===== src/rtl/if_fetch_pkg.sv =====
`timescale 1ns/1ps
`default_nettype none
// ============================================================================
// Module  : if_fetch_pkg
// Purpose : Shared definitions for the instruction-fetch stage.
//           Contents: opcode constants, bus widths, FSM state encodings,
//           and the static next-PC predictor function.
// Ports   : none (package)
// Revision: 1.0 - initial release
// ============================================================================
package if_fetch_pkg;

  localparam int INST_ADDR_W = 32;
  localparam int INST_W      = 32;

  localparam logic [6:0] OP_JAL    = 7'b1101111;
  localparam logic [6:0] OP_BRANCH = 7'b1100011;

  localparam logic [0:0] IF_FETCH = 1'b0;
  localparam logic [0:0] IF_HOLD  = 1'b1;

  typedef struct packed {
    logic [INST_ADDR_W-1:0] npc;
    logic                   taken;
  } pred_t;

  // JAL is always taken. A conditional branch is predicted taken only when
  // its offset is negative (inst[31] is the immediate sign bit).
  // JALR has a register-based target, so it always falls through to pc+4.
  function automatic pred_t predict(input logic [INST_ADDR_W-1:0] pc,
                                    input logic [INST_W-1:0]      inst);
    pred_t       p;
    logic [31:0] imm_j;
    logic [31:0] imm_b;
    imm_j   = {{12{inst[31]}}, inst[19:12], inst[20], inst[30:21], 1'b0};
    imm_b   = {{20{inst[31]}}, inst[7], inst[30:25], inst[11:8], 1'b0};
    p.npc   = pc + 32'd4;
    p.taken = 1'b0;
    if (inst[6:0] == OP_JAL) begin
      p.npc   = pc + imm_j;
      p.taken = 1'b1;
    end else if ((inst[6:0] == OP_BRANCH) && inst[31]) begin
      p.npc   = pc + imm_b;
      p.taken = 1'b1;
    end
    return p;
  endfunction

endpackage
`default_nettype wire


===== src/rtl/if_icache.sv =====
`timescale 1ns/1ps
`default_nettype none
// ============================================================================
// Module  : if_icache
// Purpose : Direct-mapped instruction cache, one 32-bit instruction per line.
//           Only built when IF_ICACHE_EN is defined.
// Ports   : clk_i, rst_i (async, active-high; clears valid bits only)
//           lookup_addr_i -> hit_o, data_o   (combinational lookup)
//           fill_addr_i, fill_data_i, fill_we_i (line write)
// Revision: 1.0 - initial release
// ============================================================================
module if_icache #(
  parameter int LINES = 64
) (
  input  logic        clk_i,
  input  logic        rst_i,
  input  logic [31:0] lookup_addr_i,
  output logic        hit_o,
  output logic [31:0] data_o,
  input  logic [31:0] fill_addr_i,
  input  logic [31:0] fill_data_i,
  input  logic        fill_we_i
);

  localparam int IDX_W = $clog2(LINES);
  localparam int TAG_W = 30 - IDX_W;

  logic [LINES-1:0] valid_q;
  logic [TAG_W-1:0] tag_q  [LINES];
  logic [31:0]      data_q [LINES];

  logic [IDX_W-1:0] w_lk_idx;
  logic [IDX_W-1:0] w_fl_idx;
  logic [TAG_W-1:0] w_lk_tag;
  logic [TAG_W-1:0] w_fl_tag;
  logic             w_unused_lsb;

  assign w_lk_idx     = lookup_addr_i[IDX_W+1:2];
  assign w_lk_tag     = lookup_addr_i[31:IDX_W+2];
  assign w_fl_idx     = fill_addr_i[IDX_W+1:2];
  assign w_fl_tag     = fill_addr_i[31:IDX_W+2];
  // Instructions are word aligned; the byte offset never selects anything.
  assign w_unused_lsb = ^{lookup_addr_i[1:0], fill_addr_i[1:0]};

  assign hit_o  = valid_q[w_lk_idx] & (tag_q[w_lk_idx] == w_lk_tag);
  assign data_o = data_q[w_lk_idx];

  always_ff @(posedge clk_i or posedge rst_i) begin
    if (rst_i) begin
      valid_q <= '0;
    end else if (fill_we_i) begin
      valid_q[w_fl_idx] <= 1'b1;
    end
  end

  // Tag/data storage is qualified by the valid bits, so it needs no reset.
  always_ff @(posedge clk_i) begin
    if (fill_we_i) begin
      tag_q[w_fl_idx]  <= w_fl_tag;
      data_q[w_fl_idx] <= fill_data_i;
    end
  end

endmodule
`default_nettype wire


===== src/rtl/if_fetch.sv =====
`timescale 1ns/1ps
`default_nettype none
// ============================================================================
// Module  : if_fetch
// Purpose : RV32I instruction-fetch stage. Reads 4 bytes little-endian over a
//           byte-wide shared memory port, assembles the instruction, predicts
//           the next PC statically and holds the result until ID accepts it.
//           Optional macro IF_ICACHE_EN adds a direct-mapped icache.
// Ports   : clk_in, rst_in (async, active-high)
//           mem_req_out/mem_addr_out/mem_gnt_in/mem_data_in : byte memory port
//           flush_in/flush_pc_in : redirect from EX
//           id_ready_in : ID accepts (0 = stall)
//           valid_out/pc_out/inst_out/pre_to_take_out : stream to ID
// Revision: 1.0 - initial release
// ============================================================================
module if_fetch
  import if_fetch_pkg::*;
#(
  parameter logic [31:0] RESET_PC     = 32'h0000_0000,
  parameter int          ICACHE_LINES = 64
) (
  input  logic                   clk_in,
  input  logic                   rst_in,
  output logic                   mem_req_out,
  output logic [INST_ADDR_W-1:0] mem_addr_out,
  input  logic                   mem_gnt_in,
  input  logic [7:0]             mem_data_in,
  input  logic                   flush_in,
  input  logic [INST_ADDR_W-1:0] flush_pc_in,
  input  logic                   id_ready_in,
  output logic                   valid_out,
  output logic [INST_ADDR_W-1:0] pc_out,
  output logic [INST_W-1:0]      inst_out,
  output logic                   pre_to_take_out
);

  logic [0:0]  state_q, state_d;
  logic [31:0] fpc_q;
  logic [31:0] npc_q;
  logic [2:0]  ic_q;
  logic [2:0]  rc_q;
  logic [23:0] buf_q;
  logic        rx_q;
  logic        drop_q;
  logic        valid_q;
  logic        taken_q;
  logic [31:0] pc_q;
  logic [31:0] inst_q;

  logic        w_in_fetch;
  logic        w_rx;
  logic        w_last;
  logic        w_hit;
  logic        w_req;
  logic        w_grant;
  logic        w_xfer;
  logic [31:0] w_asm;
  logic [31:0] w_new_inst;
  pred_t       w_pred;

  assign w_in_fetch = (state_q == IF_FETCH);
  // A byte granted just before a redirect belongs to the old stream.
  assign w_rx       = rx_q & ~drop_q;
  // Final byte is taken straight off the bus so HOLD starts the same edge.
  assign w_asm      = {mem_data_in, buf_q};
  assign w_last     = w_in_fetch & w_rx & (rc_q == 3'd3);
  assign w_xfer     = valid_q & id_ready_in;

`ifdef IF_ICACHE_EN
  logic        w_lookup_hit;
  logic [31:0] w_cache_data;

  if_icache #(
    .LINES (ICACHE_LINES)
  ) u_icache (
    .clk_i         (clk_in),
    .rst_i         (rst_in),
    .lookup_addr_i (fpc_q),
    .hit_o         (w_lookup_hit),
    .data_o        (w_cache_data),
    .fill_addr_i   (fpc_q),
    .fill_data_i   (w_asm),
    .fill_we_i     (w_last)
  );

  // Lookup only before any byte of this PC has been requested.
  assign w_hit      = w_in_fetch & (ic_q == 3'd0) & (rc_q == 3'd0)
                      & w_lookup_hit & ~flush_in;
  assign w_new_inst = w_hit ? w_cache_data : w_asm;
`else
  logic w_unused_cfg;
  assign w_unused_cfg = ICACHE_LINES[0];
  assign w_hit        = 1'b0;
  assign w_new_inst   = w_asm;
`endif

  assign w_req   = ~rst_in & w_in_fetch & (ic_q < 3'd4) & ~flush_in & ~w_hit;
  assign w_grant = w_req & mem_gnt_in;
  assign w_pred  = predict(fpc_q, w_new_inst);

  // State register
  always_ff @(posedge clk_in or posedge rst_in) begin
    if (rst_in) begin
      state_q <= IF_FETCH;
    end else begin
      state_q <= state_d;
    end
  end

  // Next-state logic
  always_comb begin
    state_d = state_q;
    if (flush_in) begin
      state_d = IF_FETCH;
    end else begin
      case (state_q)
        IF_FETCH: if (w_last || w_hit) state_d = IF_HOLD;
        IF_HOLD:  if (w_xfer)          state_d = IF_FETCH;
        default:                       state_d = IF_FETCH;
      endcase
    end
  end

  // Output logic (memory request side)
  always_comb begin
    mem_req_out  = w_req;
    mem_addr_out = 32'h0;
    if (w_req) begin
      mem_addr_out = fpc_q + {29'd0, ic_q};
    end
  end

  // Datapath
  always_ff @(posedge clk_in or posedge rst_in) begin
    if (rst_in) begin
      fpc_q   <= RESET_PC;
      npc_q   <= '0;
      ic_q    <= '0;
      rc_q    <= '0;
      buf_q   <= '0;
      rx_q    <= 1'b0;
      drop_q  <= 1'b0;
      valid_q <= 1'b0;
      taken_q <= 1'b0;
      pc_q    <= '0;
      inst_q  <= '0;
    end else begin
      rx_q   <= w_grant;
      drop_q <= flush_in;
      if (flush_in) begin
        // A transfer in this same cycle still counts as consumed by ID.
        fpc_q   <= flush_pc_in;
        valid_q <= 1'b0;
        ic_q    <= '0;
        rc_q    <= '0;
      end else if (w_in_fetch) begin
        if (w_grant) begin
          ic_q <= ic_q + 3'd1;
        end
        if (w_rx) begin
          rc_q <= rc_q + 3'd1;
          case (rc_q)
            3'd0:    buf_q[7:0]   <= mem_data_in;
            3'd1:    buf_q[15:8]  <= mem_data_in;
            3'd2:    buf_q[23:16] <= mem_data_in;
            default: ;
          endcase
        end
        if (w_last || w_hit) begin
          valid_q <= 1'b1;
          pc_q    <= fpc_q;
          inst_q  <= w_new_inst;
          npc_q   <= w_pred.npc;
          taken_q <= w_pred.taken;
        end
      end else if (w_xfer) begin
        valid_q <= 1'b0;
        fpc_q   <= npc_q;
        ic_q    <= '0;
        rc_q    <= '0;
      end
    end
  end

  assign valid_out       = valid_q;
  assign pc_out          = pc_q;
  assign inst_out        = inst_q;
  assign pre_to_take_out = taken_q;

endmodule
`default_nettype wire

===== config.mk =====
export PLATFORM = sky130hd
export DESIGN_NAME = if_fetch
export DESIGN_NICKNAME = d
export VERILOG_FILES = /design/src/rtl/if_fetch_pkg.sv /design/src/rtl/if_icache.sv /design/src/rtl/if_fetch.sv
export SDC_FILE = /design/constraint.sdc
export NUM_CORES = 1
export LEC_CHECK = 0
export ABC_AREA = 1
export BUFFER_PORTS_ARGS = -buffer_cell sky130_fd_sc_hd__clkbuf_2
export CAP_MARGIN = 20
export CORE_UTILIZATION = 25
export DETAILED_ROUTE_END_ITERATION = 8
export PLACE_DENSITY_LB_ADDON = 0.25
export REMOVE_ABC_BUFFERS = 1
export SYNTH_ARGS = -nofsm -noshare
export SYNTH_HDL_FRONTEND = slang
export SYNTH_SLANG_ARGS = --single-unit

===== constraint.sdc =====
create_clock -name clk_in -period 5.5 [get_ports clk_in]
set_input_delay 0.55 -clock clk_in [delete_from_list [all_inputs] [get_ports clk_in]]
set_output_delay 0.55 -clock clk_in [all_outputs]
set_load 0.005 [all_outputs]

* After elaboration in Yosys (flattened, before gate mapping)
Cells that the tools add are included.
** Storage, ports and cells
- Output and inout bits :: 99
- Input port bits :: 45
- Logic and storage cells :: 75
- Register bits :: 163
** Operators by class
- Mux-type cells :: 21
- Magnitude comparators :: 1
- Bitwise gates (word level) :: 12
- Reductions and logical operators :: 15
- Eq/ne operators :: 6
- Add/sub/neg operators :: 6
** Operators with widths (number)
- 32-bit two-way mux :: 4
- 33-bit two-way mux :: 2
- 32-bit adder :: 2
- 32-bit by 3-bit adder with 32-bit output :: 1
- 32-bit by 3-bit adder with 32-bit output, second input constant :: 1
- 3-bit two-way mux :: 7
- 7-bit == test, second input constant :: 2
- 4-bit AND reduction :: 3
- 3-bit nonzero test :: 3
- 1-bit AND :: 8
- 2-bit AND reduction :: 4
- 1-bit two-way mux :: 7
- 3-bit by 1-bit adder with 3-bit output, second input constant :: 2
- 3-bit by 2-bit == test with 1-bit output, second input constant :: 2
- 1-bit NOT :: 4
- 2-bit nonzero test :: 2
- 3-bit by 1-bit == test with 1-bit output, second input constant :: 1
- 3-bit logical NOT :: 1
- 3-bit < comparator, second input constant :: 1
- 3-bit by 2-bit inequality test with 1-bit output, second input constant :: 1
- 3-bit AND reduction :: 1
- 1-bit one-hot mux with 2 select lines :: 1
- 1-bit logical AND :: 1

* Longest topological paths before layout
- Word-level depth :: 8
- Depth in mapped cells :: 17

* Worst setup path before layout
No wires, ideal clock.
- Kind :: register to output
- Start point :: register ic_q[0]
- End point :: output mem_addr_out[18]
- Data arrival time :: 2.047 ns
- Cell stages (with the launch flop) :: 15
- Path slack :: 2.903 ns
- Data required time :: 4.950 ns
- Path through :: dfrtp_1 > ha_1 > inv_1 > fa_1 > inv_1 > nand2_1 > a21oi_2 > nand2_2 > nor2_4 > nand2_2 > nor2_2 > nand2_1 > clkinv_1 > a21oi_1 > a211oi_1
** On the way
- Longest elaborated chain between the ends :: 4
- Elaborated cells on any way between the ends :: 5
- Those cells by class :: 1 x add/sub; 1 x order compare; 1 x mux; 2 x bitwise
** RTL lines
- start, declared :: RTL line if_fetch.sv:40 : logic [2:0] ic_q;
- start signal, assigned :: RTL line if_fetch.sv:158 : ic_q <= ic_q + 3'd1;
- parallel branches: the longest is 3 deep, another holds 32-bit by 3-bit adder with 32-bit output
- 32-bit two-way mux * :: RTL line if_fetch.sv:128 : if (w_req) begin
- end, declared :: RTL line if_fetch.sv:25 : output logic [INST_ADDR_W-1:0] mem_addr_out,
Every way passes the cells marked *.

* Worst setup path in the final report
- Start point :: register ic_q[0]
- End point :: output mem_addr_out[30]
The elaborated chain is that of the path after synthesis.

==> run_results.csv <==
group,metric,value,unit
timing,worstMarginPinSlew,1040,ps
route,first_pass_iters,7,
timing,report.final.hold_viol_count,0,
pwr,p_leak,7.36,nW
clocking,clkTransAtPathRegs,70,ps
layout,layout.nets,2084,
timing,fmax,0.264,GHz
clocking,cts_setup_buffers,0,
clocking,cts-root-buf,"clkbuf_16",
route,ant_nets,0,
grt,grt_usage,21.0,%
floorplanning,start_util,25.4,%
timing,finalCritPeriodShare,68.8,%
clocking,htreeDepth,4,
floorplanning,die_x,222,um
grt,overflow,0,
worst_setup_path,reg2reg_depth,16,
timing,setup-violations-final,0,
placement,numPlacedInstances,2579,
clocking,cts_buffers,17,
pwr,internal_power,2.31,mW
clocking,clock_latency,480,ps
synth,yosysUniqueCellTypes,44,
grt,first_global_vias,12500,
pwr,power_density,275,nW/um^2
worst_setup_path,arrival,3230,ps
worst_setup_path,path_buf_inv,4,
route,via_per_inst,4.85,
clocking,cts_tree,"yes",
clocking,cts_sinks,162,
route,drt-total-wl,51100,um
pwr,vdd_drop_max,0.237,mV
grt,grt_pass1_wl,77200,um
clocking,clk_path_buf_depth,2,
route,via_count,12700,
synth,synth_area_per_cell,6.52,um^2
pwr,p_seq_share,37.1,%
route,drc,0,
layout,fin_util,29.5,%
layout,syn2layout_area_growth,16.1,%
worst_setup_path,worstReg2RegEnd,"npc_q[29]",
route,drtIter0Drc,934,
layout,layout-drive-gt1-share,12.5,%
worst_hold_path,worst_hold_path_type,"input port to async pin",
worst_setup_path,slowest_delay,390,ps
timing,drv_slew,0,
layout,final_cells,2611,
pwr,combPwrFrac,31.1,%
worst_setup_path,slowest_stage,"dfrtp_1",
floorplanning,fp.coreArea,47700,um^2
job,maxCapViolations,0,
worst_setup_path,start_kind,"flop",
layout,insertedDiodeCount,0,
worst_setup_path,reg2reg_slack,2160,ps
floorplanning,io_pins,144,
grt,grt_max_degree,95,
worst_setup_path,path_common_cell,"nand2_1",
status,outcome,"finished, final reports clean",
clocking,ctsHoldBuffers,0,
timing,slew_headroom,30.4,%
pwr,p_sw_share,40.4,%
synth,synth.cell_area,12100,um^2
placement,hpwlAfterDp,40300,um
pwr,clkPwrFrac,31.8,%
floorplanning,die_area,49400,um^2
synth,ys_seq_area_share,33.4,%
synth,syn_inst,1861,
timing,fin_crit,3780,ps
grt,antenna_found_initial,0,
worst_setup_path,cp_data_required_time,4950,ps
timing,grt_setup_unrepaired,"false",
worst_setup_path,critical_path_class,"flop to primary output",
worst_setup_path,critPathTopFamily,"simple AND/OR/NAND/NOR gates",
synth,ys_seq_elements,162,
worst_setup_path,crit_cells,15,
route,routedWlPerCell,19.6,um
worst_setup_path,critPathCaptureType,"primary output",
timing,tns,0,ps
timing,skew,16.9,ps
placement,port-buffer-count,143,
placement,place.gp.congestion,0.968,
worst_setup_path,critical_path_peak_fanout,7,
synth,yosysWarnings,0,
worst_setup_path,crit_chain,"ha_1 > inv_1 > fa_1 > inv_1 > nand2_1 > a21oi_2 > nand2_2 > nor2_4 > nand2_2 > nor2_2 > nand2_1 > clkinv_1 > nand2_1 > a21oi_1 > clkbuf_2",
clocking,cts_resized,0,
worst_setup_path,r2r-start,"fpc_q[2]",
floorplanning,die_y,222,um
floorplanning,rows,80,
pwr,p_switching,1.56,mW
cell type report:
cell class	instances	area [um^2]
Timing Repair Buffer	154	798
Inverter	258	976
Fill cell	5275	33700
Sequential cell	162	4050
Tap cell	615	769
Clock inverter	11	119
Multi-Input combinational cell	1390	6890
Clock buffer	21	470
routing by layer:
metal | track usage, % | share of wire, %
met4 | 8.15 | 3.4
met2 | 33.4 | 45
met5 | 0 | 0
met3 | 3.39 | 5.4
met1 | 28.4 | 46
synth_stat cells (all sizes together):
library cell / instances / area (um^2)
buf: 26 / 135
nand3: 105 / 548
a211oi: 3 / 22.5
a21oi: 114 / 582
a31oi: 14 / 87.6
dfrtp: 162 / 4050
a21o: 3 / 22.5
clkbuf: 25 / 93.8
mux2i: 2 / 20.0
nor4: 2 / 12.5
nand3b: 3 / 22.5
clkinv: 2 / 7.51
xor2: 26 / 228
a2bb2oi: 1 / 8.76
nand2: 635 / 2410
nor3: 28 / 171
nor2: 165 / 709
inv: 256 / 961
o21bai: 5 / 37.5
o211ai: 20 / 150
fa: 3 / 60.1
a311oi: 2 / 17.5
ha: 53 / 663
o21a: 3 / 22.5
nor3b: 1 / 7.51
nand4: 20 / 131
a21boi: 2 / 15.0
a22oi: 4 / 30.0
o21ai: 173 / 866
xnor2: 3 / 26.3
worst max-delay path by stage:
stage	from	endpoint	slack, ps
after floorplan	rst_in	buf_q[0]	570
after global placement	flush_in	mem_addr_out[19]	2200
after detailed placement	flush_in	mem_addr_out[31]	2100
after CTS	ic_q[0]	mem_addr_out[30]	1680
after global routing	ic_q[0]	mem_addr_out[30]	1510
final	ic_q[0]	mem_addr_out[30]	1720
flip-flops by register name, indices dropped and copies added (netlist names):
name and flops:
rc_q 3, ic_q 3, fpc_q 32, buf_q 24, pc_out 31, drop_q 1
npc_q 32, valid_out 1, rx_q 1, pre_to_take_out 1, inst_out 32, state_q 1
worst register-to-register path, delay by kind of cell (launching register included):
family	cells	cell delay (ps)
and+or+nand+nor	13	1550
DFF	1	660
adders and majority gates	1	520
buffers and inverters	2	510
through the flow:
step / total power, mW / hold slack (ps) / instance area, um^2 / worst slack (ps)
floorplan: 2.17 / 449 / 11900 / 573
global placement: 2.65 / 459 / 13500 / 2200
detailed placement: 2.65 / 458 / 13500 / 2100
CTS: 3.91 / 288 / 14100 / 1680
global route: 4.12 / 315 / 14100 / 1510
finish: 3.87 / 279 / 14100 / 1720
power by group through the flow:
stage	logic, mW	registers, mW	clock network [mW]
after CTS	1.20	1.43	1.28
final	1.20	1.44	1.23
after global routing	1.36	1.45	1.32
after floorplan	0.789	1.38	0
after global placement	1.20	1.46	0
after detailed placement	1.20	1.46	0
placed cells by master, fill, tap and decap left out, types with 23 or more instances in the layout:
master,netlist,routed
nor3_1,23,23
ha_1,53,53
o21ai_0,155,155
dfrtp_1,162,162
nand2_1,623,623
clkbuf_2,0,143
inv_1,240,238
nand3_1,102,102
a21oi_1,111,111
nor2_1,143,143
xor2_1,26,26
cell families after synthesis:
group / Yosys count / share of synthesized area [%]
adder cells (fa/ha/maj): 56 / 5.96
AND/OR/NAND/NOR: 959 / 33.1
flip-flops: 162 / 33.4
XOR/XNOR: 29 / 2.09
multiplexers: 2 / 0.165
buffers and inverters: 309 / 9.87
AO/OA/AOI/OAI: 344 / 15.4
No activity file was read; power rests on OpenSTA's default activity.
